[src/rtl/flow_ctrl_pkg.sv]
// Shared definitions for the flow-control FSM: state codes, widths and reset-time thresholds.
package flow_ctrl_pkg;

  localparam int NQ_DEF       = 4;
  localparam int THR_W_DEF    = 3;
  localparam int STATE_W      = 3;
  localparam int IDLE_CYC_DEF = 4;

  localparam logic [THR_W_DEF-1:0] THR_LO_DEF = 3'd1;
  localparam logic [THR_W_DEF-1:0] THR_HI_DEF = 3'd6;

  typedef enum logic [STATE_W-1:0] {
    S_RESET  = 3'd0,
    S_INIT   = 3'd1,
    S_IDLE   = 3'd2,
    S_ACTIVE = 3'd3,
    S_ERROR  = 3'd4
  } state_e;

endpackage

[src/rtl/flow_ctrl_fsm_idle_timer.sv]
// Counts consecutive all-empty cycles while enabled; expired flags the last cycle of the run.
module idle_timer #(
  parameter int IDLE_CYC = 4
) (
  input  logic clk,
  input  logic reset,
  input  logic en,
  input  logic all_empty,
  output logic expired
);

  localparam int CW = (IDLE_CYC > 1) ? $clog2(IDLE_CYC) : 1;
  localparam logic [CW-1:0] LAST = CW'(IDLE_CYC - 1);

  logic [CW-1:0] cnt_r;

  assign expired = en & all_empty & (cnt_r == LAST);

  // Run-length counter; any break in the run, expiry or leaving ACTIVE restarts it.
  always_ff @(posedge clk or posedge reset) begin
    if (reset) begin
      cnt_r <= '0;
    end else if (!en || !all_empty || expired) begin
      cnt_r <= '0;
    end else begin
      cnt_r <= cnt_r + CW'(1);
    end
  end

endmodule

[src/rtl/flow_ctrl_fsm.sv]
// Control FSM for the 4-queue FIFO/arbiter datapath: config, run/idle sequencing and
// sticky overflow error capture.
module flow_ctrl_fsm
  import flow_ctrl_pkg::*;
#(
  parameter int NQ       = NQ_DEF,
  parameter int THR_W    = THR_W_DEF,
  parameter int IDLE_CYC = IDLE_CYC_DEF
) (
  input  logic               clk,
  input  logic               reset,
  input  logic               init,
  input  logic [THR_W-1:0]   thr_lo_in,
  input  logic [THR_W-1:0]   thr_hi_in,
  input  logic [NQ-1:0]      fifo_empty,
  input  logic [NQ-1:0]      fifo_full,
  input  logic [NQ-1:0]      fifo_push,
  output logic [STATE_W-1:0] state,
  output logic [THR_W-1:0]   thr_lo,
  output logic [THR_W-1:0]   thr_hi,
  output logic               active,
  output logic               idle,
  output logic               error,
  output logic [NQ-1:0]      err_vec,
  output logic               cfg_bad
);

  state_e           state_r, state_nx;
  logic [THR_W-1:0] thr_lo_r, thr_lo_nx, thr_hi_r, thr_hi_nx;
  logic [NQ-1:0]    err_vec_r, err_vec_nx;
  logic             cfg_bad_r, cfg_bad_nx;
  logic [NQ-1:0]    ovf;
  logic             all_empty;
  logic             expired;

  assign ovf       = fifo_push & fifo_full;
  assign all_empty = &fifo_empty;

  idle_timer #(.IDLE_CYC(IDLE_CYC)) u_idle_timer (
    .clk       (clk),
    .reset     (reset),
    .en        (state_r == S_ACTIVE),
    .all_empty (all_empty),
    .expired   (expired)
  );

  // Next-state and next-register decode; overflow outranks init, which outranks emptiness.
  always_comb begin
    state_nx   = S_RESET;
    thr_lo_nx  = thr_lo_r;
    thr_hi_nx  = thr_hi_r;
    err_vec_nx = err_vec_r;
    cfg_bad_nx = cfg_bad_r;
    case (state_r)
      S_RESET: state_nx = S_INIT;
      S_INIT: begin
        if (thr_lo_in < thr_hi_in) begin
          thr_lo_nx = thr_lo_in;
          thr_hi_nx = thr_hi_in;
        end else begin
          cfg_bad_nx = 1'b1;
        end
        if (init) state_nx = S_INIT;
        else      state_nx = S_IDLE;
      end
      S_IDLE: begin
        if (|ovf) begin
          state_nx   = S_ERROR;
          err_vec_nx = err_vec_r | ovf;
        end else if (init) begin
          state_nx = S_INIT;
        end else if (!all_empty) begin
          state_nx = S_ACTIVE;
        end else begin
          state_nx = S_IDLE;
        end
      end
      S_ACTIVE: begin
        if (|ovf) begin
          state_nx   = S_ERROR;
          err_vec_nx = err_vec_r | ovf;
        end else if (init) begin
          state_nx = S_INIT;
        end else if (expired) begin
          state_nx = S_IDLE;
        end else begin
          state_nx = S_ACTIVE;
        end
      end
      S_ERROR: begin
        // Leaving ERROR wipes the captured overflow history for the next run.
        if (init) begin
          state_nx   = S_INIT;
          err_vec_nx = '0;
        end else begin
          state_nx   = S_ERROR;
          err_vec_nx = err_vec_r | ovf;
        end
      end
      default: state_nx = S_RESET;
    endcase
  end

  // State, threshold and sticky-flag registers.
  always_ff @(posedge clk or posedge reset) begin
    if (reset) begin
      state_r   <= S_RESET;
      thr_lo_r  <= THR_W'(THR_LO_DEF);
      thr_hi_r  <= THR_W'(THR_HI_DEF);
      err_vec_r <= '0;
      cfg_bad_r <= 1'b0;
    end else begin
      state_r   <= state_nx;
      thr_lo_r  <= thr_lo_nx;
      thr_hi_r  <= thr_hi_nx;
      err_vec_r <= err_vec_nx;
      cfg_bad_r <= cfg_bad_nx;
    end
  end

  assign state   = state_r;
  assign thr_lo  = thr_lo_r;
  assign thr_hi  = thr_hi_r;
  assign err_vec = err_vec_r;
  assign cfg_bad = cfg_bad_r;
  assign active  = (state_r == S_ACTIVE);
  assign idle    = (state_r == S_IDLE);
  assign error   = (state_r == S_ERROR);

endmodule

[config.mk]
export PLATFORM = sky130hd
export DESIGN_NAME = flow_ctrl_fsm
export DESIGN_NICKNAME = d
export VERILOG_FILES = /design/src/rtl/flow_ctrl_pkg.sv /design/src/rtl/flow_ctrl_fsm_idle_timer.sv /design/src/rtl/flow_ctrl_fsm.sv
export SDC_FILE = /design/constraint.sdc
export NUM_CORES = 1
export LEC_CHECK = 0
export CAP_MARGIN = 10
export CORE_MARGIN = 3
export CORE_UTILIZATION = 43
export DETAILED_ROUTE_END_ITERATION = 7
export PLACE_DENSITY = 0.84
export SYNTH_ARGS = -nofsm -noshare
export SYNTH_HDL_FRONTEND = slang
export SYNTH_HIERARCHICAL = 1
export SYNTH_SLANG_ARGS = --single-unit
[constraint.sdc]
create_clock -name clk -period 2.3 [get_ports clk]
set_clock_uncertainty 0.15 [all_clocks]
set_input_delay 0.46 -clock clk [delete_from_list [all_inputs] [get_ports clk]]
set_output_delay 0.46 -clock clk [all_outputs]
set_load 0.02 [all_outputs]
Word-level counts from Yosys, hierarchy flattened
Cells that the tools add are included.
{ "op_classes": {"n_addsub": 1, "magnitude_cmp": 1, "eq_ne": 6, "muxes": 13, "bitwise": 5, "n_reduce_logical": 12} }
{ "ops": {"columns": ["op", "count"], "rows": [
  ["case mux 3 bit (5 select lines)", 1],
  ["2-to-1 mux 3 bit", 3],
  ["2-to-1 mux 2 bit", 4],
  ["2-to-1 mux 4 bit", 2],
  ["case mux 4 bit (2 select lines)", 1],
  ["== test 3 x 2 -> 1 bit (second input constant)", 2],
  ["AND reduction 2 bit", 3],
  ["bitwise AND 4 bit", 1],
  ["OR 4 bit", 1],
  ["AND reduction 4 bit", 1],
  ["OR reduction 4 bit", 1],
  ["== test 3 x 1 -> 1 bit (second input constant)", 1],
  ["== test 3 bit (second input constant)", 1],
  ["logical NOT 3 bit", 1],
  ["less-than comparator 3 bit", 1],
  ["adder 2 x 1 -> 2 bit (second input constant)", 1],
  ["bitwise AND 1 bit", 2],
  ["== test 2 bit (second input constant)", 1],
  ["logical NOT 1 bit", 2],
  ["logical OR 1 bit", 2],
  ["2-to-1 mux 1 bit", 2],
  ["!= test 2 x 1 -> 1 bit (second input constant)", 1],
  ["nonzero test 2 bit", 1],
  ["OR reduction 2 bit", 1],
  ["NOT 1 bit", 1]
]} }
{ "totals": {"reg_bits": 16, "inputBits": 21, "output_inout_bits": 17} }

Logic depth before layout (Yosys ltp)
{ "depth": {"depth_word": 7, "mapped_depth": 6} }

Modules after synthesis
Netlist, hierarchy kept.
{ "by_module_without_submodules": {"columns": ["module", "instances", "cells_each", "area_per_inst_um2", "seq_area_each_um2"], "rows": [
  ["flow_ctrl_fsm", 1, 64, 710.7, 354.1],
  ["idle_timer", 1, 7, 96.3, 50.0]
]} }

Worst setup path before layout
OpenSTA, ideal clock, no wires.
{ "synth_timing": {"path_type": "reg-to-output", "start": "register state_r[1] (netlist: state[1])", "end": "output port idle", "t_arrival_ns": 1.267, "slack_ns": 0.423, "stages_incl_launch_ff": 3, "path_cell_list": "dfrtp_1 nor2b_1 nor2b_1"} }
{ "synth_via": {"elab_chain_cells": 1} }
{ "synth_lines": {"columns": ["element", "line_no", "source"], "rows": [
  ["from (decl)", "flow_ctrl_fsm.sv:28", "state_e state_r, state_nx;"],
  ["from (signal assigned)", "flow_ctrl_fsm.sv:113", "state_r <= state_nx;"],
  ["== test 3 x 2 -> 1 bit", "flow_ctrl_fsm.sv:127", "assign idle = (state_r == S_IDLE);"],
  ["to (decl)", "flow_ctrl_fsm.sv:22", "output logic idle,"]
]} }
Every way passes these cells.

Worst setup path after layout
Ends and elaborated chain as after synthesis.

==> Implementation_results.wiki <==
{| class="wikitable"
! Metric !! Value
|-
| Port Buffer Count || 37
|-
| Cell type with the largest total area after synthesis || dfrtp_1
|-
| RSZ-0062 raised after global routing || false
|-
| HPWL after detailed placement || between 1500 and 2000 um
|-
| Initial core utilization || 46.24%
|-
| Number of placed cells counting well taps || roughly 140
|-
| Period utilization || 89.82%
|-
| # IOs || 38
|-
| Transition time at the pin with the least slew margin || between 500 and 600 ps
|-
| Mapped cell area || 807.0 um2
|-
| Count of unresolved DRC violations after routing || 0
|-
| Area growth from synthesis to final layout || 55.19%
|-
| Number of enable flip-flop cells after synthesis || 0
|-
| Htree depth || 1
|-
| Leading post-synthesis cells by cell area || dfrtp_1 40%, dfstp_2 9.8%, mux2_2 8.4%
|-
| Required time at the endpoint of the critical path || roughly 1700 ps
|-
| Number of nets in the synthesized netlist || 95
|-
| Critical path cell sequence || nor2b_1, nor2b_1, dlygate4sd2_1
|-
| Die boundary width || a little under 50 um
|-
| Vertical die dimension || 49.32 um
|-
| Yosys warnings || 6
|-
| Detailed-routing iteration count for the pre-antenna-repair pass || 2
|-
| Worst Setup Slack, final || ~230 ps
|-
| Share of flip-flops with an asynchronous set or reset after synthesis || 100.0%
|-
| CTS tree || built
|-
| Worst rel slew slack || 66.26%
|-
| Final nets || about 140
|-
| Worst path bufs/invs || 1
|-
| Most instantiated flip-flop cell in the synthesis netlist || dfrtp_1
|-
| Ant diodes || 0
|-
| Cell class contributing the biggest share of worst-path delay || flip-flops
|-
| Row count || 15
|-
| Cells after synthesis || just over 70
|-
| Clock insertion delay at the later pin of the skew report || 280 ps
|-
| DR vias || slightly above 700
|-
| Final setup violation count || 0
|-
| Antenna Violating Nets Remaining || 0
|-
| Largest net degree at the start of global routing || 15
|-
| Full die area || 0.002432 mm2
|-
| Clk pin slew, worst setup/hold paths || approximately 90 ps
|-
| Status || finished, final reports clean
|-
| Yosys top cell area share || around two fifths
|-
| Number of fill cells in the layout || 136
|-
| Classification of the worst-slack hold path || in -> async
|-
| Mean cell area of the mapped netlist || 11.37 um2
|-
| Launch point of the worst reg-to-reg path || state[2]
|-
| Overall power of the completed layout || 1362 uW
|-
| Highest cell delay on the worst timing path || around 460 ps
|-
| Non-Filler Instances || 139
|-
| Critical path start-end classification || reg -> out
|-
| Number of antenna violations at the first check in global routing || 0
|-
| Leakage || approximately 0.00059 uW
|-
| Shortest period the worst path allows || slightly above 2000 ps
|-
| Detail-routed via count per cell || 5.101
|-
| Maximum vdd drop || between 600 and 700 uV
|-
| Wirelength per Cell || ~14 um
|-
| Worst path most repeated cell || nor2b_1
|-
| Fmax achieved || between 400 and 500 MHz
|-
| Fraction of layout cells with a size suffix above 1 || ~18%
|-
| Number of max-cap violations || 0
|-
| Clock root buffer || clkbuf_4
|-
| Setup slack at placement || -74.00 ps
|-
| Detailed router's first-iteration violation count || 5
|-
| First-pass GRT wire length || between 3000 and 4000 um
|-
| Sort of element at the end of the critical path || primary output
|-
| Final slew viol count || 0
|-
| Sequential area share after synthesis || roughly half
|-
| Master of the slowest instance on the critical path || dfrtp_2
|-
| Gr usage total || ~18%
|-
| Arrival @ worst endpoint || around 1500 ps
|-
| Gr ovfl total || 0
|-
| Total length of routed wires || between 1500 and 2000 um
|-
| Number of global-route vias before repair || about 760
|-
| Most numerous cell in the Yosys netlist || dfrtp_1
|-
| Clock buffers created by TritonCTS || 3
|-
| Nature of the critical path startpoint || register
|-
| Total power per unit cell area || around 1100 mW/mm2
|-
| List of most frequent post-synthesis cells || 13 x dfrtp_1, 10 x inv_1, 6 x mux2_2
|-
| Placer's final routability congestion estimate || slightly above 0.7
|-
| Count of different cell masters after synthesis || 29
|-
| Worst hold slack after final layout || 200.7 ps
|-
| Number of failing hold endpoints at the final stage || 0
|-
| Accumulated negative setup slack || 0 ps
|-
| Seq cells post-synth || 16
|-
| Launching instance or port of the critical path || state[1]
|-
| Worst-path maximum fanout || 8
|-
| Clock Sinks || 16
|-
| Core Footprint || 0.001745 mm2
|-
| Deepest clock path buffer count || 2
|}
## routing by layer
metal / up-vias / part of all wire (%) / GRT usage, %
met1: 332 / 41 / 18.32
met2: 29 / 50 / 32.59
met4: 0 / 0.64 / 8.531
met3: 2 / 7.8 / 4.893
met5: - / 0 / 0
li1: 346 / - / -
## layout by cell type, fill, tap and decap left out, drive strengths merged, types with 2 or more instances in the layout
cell type       n
buf             2
a21oi           5
nor3b           2
mux2            6
nor2b           4
o211ai          3
dfstp           3
inv            10
dfrtp          13
o21bai          2
dlygate4sd2     2
clkdlybuf4s50  34
clkbuf          4
ha              3
nand2           3
## metrics by stage
step | utilization, % | area [um2]
4_1_cts | 71.54 | 1249
2_1_floorplan | - | 807.0
3_3_place_gp | 70.11 | 1224
5_1_grt | 71.76 | 1252
3_5_place_dp | 70.11 | 1224
6_report | 71.76 | 1252
## worst paths after layout
check / cells past startpoint / slack [ps] / endpoint
min in group clk: 1 / 310 / cfg_bad
hold reg to reg: 1 / 310 / cfg_bad
setup / recovery: 3 / 230 / idle
setup reg to reg: 3 / 760 / thr_lo[2]
hold / removal: 2 / 200 / u_idle_timer/cnt_r[1]
max in group asynchronous: 2 / 1250 / thr_hi[2]
## power breakdown
group | internal, uW | switching [uW]
clock | 67.2 | 81.9
sequential | 411 | 94.4
combinational | 378 | 329
total | 856 | 505
## cells by family (layout without fill, tap and decap cells)
kind of cell / count (synthesis) / count (layout) / share of synthesized area (%)
DFF: 16 / 16 / 50.08
muxes: 6 / 6 / 8.371
buffers and inverters: 10 / 53 / 4.652
and+or+nand+nor: 18 / 18 / 16.12
adders and majority gates: 4 / 4 / 5.892
AOI/OAI and AO/OA: 17 / 17 / 14.88
## state kept, by name, indices dropped and copies added (netlist names)
| signal | flops |
|---|---|
| cfg_bad | 1 |
| err_vec | 4 |
| state | 3 |
| thr_hi | 3 |
| thr_lo | 3 |
| u_idle_timer/cnt_r | 2 |
## what timing repair did
action	in CTS	in global routing
buffers inserted	0	0
pin swaps	0	0
setup endpoints to repair	2	1
resized for setup	3	2
hold buffers	0	0
## layout make-up
class	count	area, um2	area share (%)
Sequential cell	16	406.6	32.47
Multi-Input combinational cell	45	365.4	29.17
Tap cell	25	31.28	2.498
Clock buffer	4	26.28	2.098
Inverter	10	37.54	2.997
Timing Repair Buffer	39	385.4	30.77
Power figures use the tool's default switching activity.
